### config.mk
export PLATFORM = sky130hd
export DESIGN_NAME = serial_subtractor8
export DESIGN_NICKNAME = d
export VERILOG_FILES = /design/src/rtl/serial_subtractor8.sv
export SDC_FILE = /design/constraint.sdc
export NUM_CORES = 1
export LEC_CHECK = 0
export ABC_AREA = 0
export CORE_UTILIZATION = 50
export DETAILED_ROUTE_END_ITERATION = 8
export PLACE_DENSITY = 0.79
export SETUP_SLACK_MARGIN = 0.4
export SYNTH_ARGS = -nofsm -noshare
export SYNTH_HDL_FRONTEND = slang
export SYNTH_SLANG_ARGS = --single-unit
export TNS_END_PERCENT = 20
### constraint.sdc
create_clock -name clk -period 2.8 [get_ports clk]
set_clock_uncertainty 0.05 [all_clocks]
set_input_delay 0.56 -clock clk [delete_from_list [all_inputs] [get_ports clk]]
set_output_delay 0.56 -clock clk [all_outputs]
set_load 0.02 [all_outputs]
### src/rtl/serial_subtractor8.sv
// rtl/serial_subtractor8.sv - bit-serial subtractor d = x - y - b0 with start/ready/done handshake
// One shared full-subtractor cell walks the operands LSB first over WIDTH cycles.
module serial_subtractor8 #(
  parameter int WIDTH = 8
) (
  input  logic             clk,
  input  logic             rst_n,
  input  logic             start,
  input  logic [WIDTH-1:0] x,
  input  logic [WIDTH-1:0] y,
  input  logic             b0,
  output logic             ready,
  output logic             busy,
  output logic             done,
  output logic [WIDTH-1:0] d,
  output logic             b_out,
  output logic             v
);

  localparam int CW = (WIDTH > 1) ? $clog2(WIDTH) : 1;
  localparam logic [CW-1:0] LAST = CW'(WIDTH - 1);

  typedef enum logic [1:0] {
    IDLE = 2'd0,
    RUN  = 2'd1,
    DONE = 2'd2
  } state_t;

  state_t           state;
  logic [WIDTH-1:0] x_sh;
  logic [WIDTH-1:0] y_sh;
  logic [WIDTH-1:0] d_sh;
  logic             br;
  logic [CW-1:0]    cnt;
  logic             x_msb;
  logic             y_msb;

  logic             diff_bit;
  logic             br_next;
  logic [WIDTH-1:0] d_next;

  always_comb begin
    diff_bit = x_sh[0] ^ y_sh[0] ^ br;
    br_next  = (~x_sh[0] & y_sh[0]) | (~x_sh[0] & br) | (y_sh[0] & br);
    d_next   = {diff_bit, d_sh[WIDTH-1:1]};
  end

  assign ready = (state == IDLE);
  assign busy  = (state == RUN);
  assign done  = (state == DONE);

  always_ff @(posedge clk or negedge rst_n) begin
    if (!rst_n) begin
      state <= IDLE;
      x_sh  <= '0;
      y_sh  <= '0;
      d_sh  <= '0;
      br    <= 1'b0;
      cnt   <= '0;
      x_msb <= 1'b0;
      y_msb <= 1'b0;
      d     <= '0;
      b_out <= 1'b0;
      v     <= 1'b0;
    end else begin
      case (state)
        IDLE: begin
          if (start) begin
            x_sh  <= x;
            y_sh  <= y;
            br    <= b0;
            cnt   <= '0;
            x_msb <= x[WIDTH-1];
            y_msb <= y[WIDTH-1];
            state <= RUN;
          end
        end
        RUN: begin
          d_sh <= d_next;
          x_sh <= {1'b0, x_sh[WIDTH-1:1]};
          y_sh <= {1'b0, y_sh[WIDTH-1:1]};
          br   <= br_next;
          cnt  <= cnt + CW'(1);
          // Results are published only here so they hold steady across the next operation.
          if (cnt == LAST) begin
            d     <= d_next;
            b_out <= br_next;
            v     <= (x_msb ^ y_msb) & (diff_bit ^ x_msb);
            state <= DONE;
          end
        end
        DONE: state <= IDLE;
        default: state <= IDLE;
      endcase
    end
  end

endmodule

# [Yosys cells after proc, flatten, opt, wreduce, memory -nomap -nowiden]
# Cells that the tools add are included.
[classes] bitwise=11 n_div=0 muxes=11 multipliers=0 n_eq_ne=5 n_reduce_logical=6 addsub=1 shifts=0 order_cmp=0
[op_table] cell="8-bit one-hot mux with 2 select lines" count=2
[op_table] cell="8-bit 2-to-1 mux" count=2
[op_table] cell="2-bit AND reduction" count=4
[op_table] cell="3-bit one-hot mux with 2 select lines" count=1
[op_table] cell="1-bit AND" count=4
[op_table] cell="2-bit 2-to-1 mux" count=2
[op_table] cell="2-bit one-hot mux with 2 select lines" count=1
[op_table] cell="1-bit bitwise XOR" count=4
[op_table] cell="3-bit by 1-bit adder with 3-bit output, second input constant" count=1
[op_table] cell="3-bit equality test, second input constant" count=1
[op_table] cell="3-bit 2-to-1 mux" count=1
[op_table] cell="2-bit by 1-bit equality test with 1-bit output, second input constant" count=1
[op_table] cell="2-bit equality test, second input constant" count=1
[op_table] cell="2-bit zero test" count=1
[op_table] cell="2-bit by 1-bit != test with 1-bit output, second input constant" count=1
[op_table] cell="2-bit != test, second input constant" count=1
[op_table] cell="1-bit bitwise OR" count=2
[op_table] cell="1-bit one-hot mux with 2 select lines" count=1
[op_table] cell="2-bit nonzero test" count=1
[op_table] cell="1-bit 2-to-1 mux" count=1
[op_table] cell="1-bit inverter" count=1
[word_totals] output_inout_bits=13 ram_bits=0 n_memories=0 input_bits=20 register_bits=42 latchBits=0 mem_bits_ro=0

# [Logic depth before layout (Yosys ltp)]
[depth] ltp_word=5 mapped_depth=6 ltp_nobuf=5

# [Worst setup path before layout]
# No wires, ideal clock.
[synth_timing] path_kind="register to output" start="reg state[1]" end="out done" path_buffers=1 path_slack_ps=1176 arrival_time_ps=1014 stages_incl_launch_ff=3 cell_sequence="dfrtp_1 > clkbuf_1 > nor2b_1"
[synth_between] elab_chain_cells=1
[synth_lines] element="start: declaration" line="29" rtl="state_t state;"
[synth_lines] element="start signal: assignment" line="54" rtl="state <= IDLE;"
[synth_lines] element="start signal: assignment" line="75" rtl="state <= RUN;"
[synth_lines] element="start signal: assignment" line="89" rtl="state <= DONE;"
[synth_lines] element="2-bit equality test" line="50" rtl="assign done = (state == DONE);"
[synth_lines] element="end: declaration" line="14" rtl="output logic done,"
# Every way passes these cells.

# [Worst setup path in the final report]
[layout_timing] start="reg state[0]" end="out busy"
[layout_between] elab_chain_cells=1
[layout_lines] element="2-bit by 1-bit equality test with 1-bit output" line="49" rtl="assign busy = (state == RUN);"
[layout_lines] element="end: declaration" line="13" rtl="output logic busy,"
# Every way passes these cells.

==> run metrics <==
Compound-Gate Fraction of Synth Area=17.89%; Critical Path, Cell by Cell=nand2b_2, inv_2, clkdlybuf4s50_1; Post-DP Area=2218 µm²; CP top delay family=buffers and inverters; Netlist Area Pre-Place=1882 µm²; Hold Crit Class=input port to asynchronous set/reset pin; Worst Tran Pin Value=0.8976 ns; Post-Synth Simple-Gate Area=12.97%; num ports=33; die height=63.35 µm; share of layout cells above drive strength 1=10.48%; count leader, synth=dfrtp_1; number of synthesized flops with an enable pin=0; startpoint types=flip-flop; Crit Path Class=flip-flop to output port; root buf cell=clkbuf_8; DP HPWL=2.536 mm; largest net degree at the start of global routing=42; average wire per standard cell=14.48 µm; Worst Path Buf+Inv=2; die width=63.35 µm; worst path required time=approximately 2.2 ns; DRC Markers=0; Initial DRC Count=110; Core Util, Final=between 60% and 70%; TritonCTS clock tree=built; Pleak=1.060 nW; Slowest-stage cell, CP=clkdlybuf4s50_1; htree depth=2; Max Freq=438.9 MHz; Syn Nets=200; Cell variety after synth=25; Rel. slew slack=40.16%; worst slack, placed=about 0.73 ns; global route overflow=0; row count=21; clk_lat worst skew=0.29 ns; top_reg_cell synth=dfrtp_1; first-pass GRT wire length=roughly 6.6 mm; Crit path arrival time=1.67 ns; final period utilization=81.37%; area grow syn2layout=25.13%; synth cell count leaders=dfrtp_1 (41), nand2_1 (24), o21ai_1 (21); Initial Utilization=54.26%; worst vdd ir=about 0.00049 V; Period minus WS final=2.278 ns; Crit. End Element=output port; post-synth top area share=54.52%; sequential share of the synthesized area=between 50% and 60%; Post-Synth Adder-Cell Area=approximately 2.4%; Inserted Clock Buffers=5; Total GRT Usage=21.17%; top post-synthesis cells by area=dfrtp_1 (55%), a22oi_1 (6.0%), nor2b_1 (6.0%); #FFs+latches synth=between 40 and 50; fin area=around 2400 µm²; Hold Violations, Final=0; TNS Setup=0 ns; outcome=finished, final reports clean; ANT nets after route=0; drt pass-1 iters=4; DR vias=1409; number of global-route vias before repair=1477; Port Buffer Count=32; final worst setup slack=0.5216 ns; Setup-failing EPs final=0; final wirelength=3.706 mm; Reg clk slew, reported paths=0.08 ns; Sink Count=41; main combinational cell family by area after synthesis=compound AO/OA/AOI/OAI gates; Die Footprint=4013 µm²; Avg Vias per Cell=5.504; Max Root-Sink Buffers=2; total of max-cap violations=0; area of the core=3468 µm²; Hold-fix buffers, CTS=0; xor and xnor fraction of the mapped netlist area=0%; Placer Congestion=0.7958; pwr dens=1112 nW/µm²; initial antenna violation count=0; worst-path fanout max=10; RSZ-0062 raised after global routing=no; post-synthesis mux area share=7.513%; crit-path max cell delay=just under 0.6 ns; final net count=232; Post-synth ARST share=100.0%; synthesis warning total=0; Diodes inserted=0; Pwr Total=2.619 mW; cell taking the most area after synthesis=dfrtp_1; Mapped Cells=177; final number of max-transition violations=0; syn avg cell area=10.63 µm²
## where the power goes
group,internal [mW],switching (mW),total [mW]
logic,0.507,0.511,1.02
clock network,0.354,0.201,0.556
registers,0.856,0.188,1.04
## what timing repair did
item / 4_1_cts / 5_1_grt
buffers inserted: 0 / 0
endpoints found under the setup margin: 1 / 0
resized for setup: 1 / 0
## final timing paths
kind / start / end / slack [ns] / cells after the start
max in group asynchronous: rst_n / cnt[0] / 1.79 / 1
min reg2reg: d_sh[1] / d_sh[1] / 0.44 / 2
max: state[0] / busy / 0.52 / 3
min: rst_n / y_sh[3] / 0.34 / 1
max reg2reg: state[0] / d[1] / 0.85 / 3
min in group clk: d_sh[1] / d_sh[1] / 0.44 / 2
## per-layer routing
metal  wire, µm  up-vias  GRT usage [%]  part of all wire, %
met5          0        -              0                    0
met4         34        0          5.966                 0.92
met3        154        7          5.254                  4.2
met2       1870       34          36.97                   50
met1       1646      696          25.72                   44
li1           -      672              -                    -
## through the flow
stage / hold slack [ns] / instances
floorplan: 0.2144 / 177
global placement: 0.4066 / 248
detailed placement: 0.4257 / 248
CTS: 0.3609 / 256
global route: 0.4069 / 256
finish: 0.3378 / 256
## registers in the layout, summed over array words and instances, names as in the netlist
signal / count
d: 8
x_sh: 8
y_sh: 8
d_sh: 7
cnt: 3
state: 2
b_out: 1
br: 1
v: 1
x_msb: 1
y_msb: 1
## cells in the final DEF, fill, tap and decap left out
master	instances
a21oi_1	17
mux2_1	5
clkdlybuf4s50_1	31
inv_1	2
mux2i_1	1
and3b_1	1
nor2_1	3
clkbuf_8	5
a22o_1	2
buf_4	5
o21ai_1	21
nand3b_1	1
a2bb2oi_1	1
nand2b_2	1
and2b_1	1
bufinv_16	2
inv_2	2
a22oi_1	15
dfrtp_1	41
nor2b_1	18
fa_1	1
buf_2	1
mux2_4	5
ha_1	2
clkinv_2	1
o21bai_1	1
nand2_1	24
## final cells by class
cell class	instances	area, µm²
clock inverter	3	65.06
fill	262	1114
clock buffer	5	68.82
sequential	41	1026
inverter	4	15.01
timing repair buffer	37	352.8
multi-input combinational	120	769.5
tap	46	57.56
## cells by family after synthesis
kind of cell	after synthesis
AND/OR/NAND/NOR	49
flip-flops	41
multiplexers	11
buffers and inverters	16
adder cells (fa/ha/maj)	3
AO/OA/AOI/OAI	57
(Power assumes the default switching activity.)
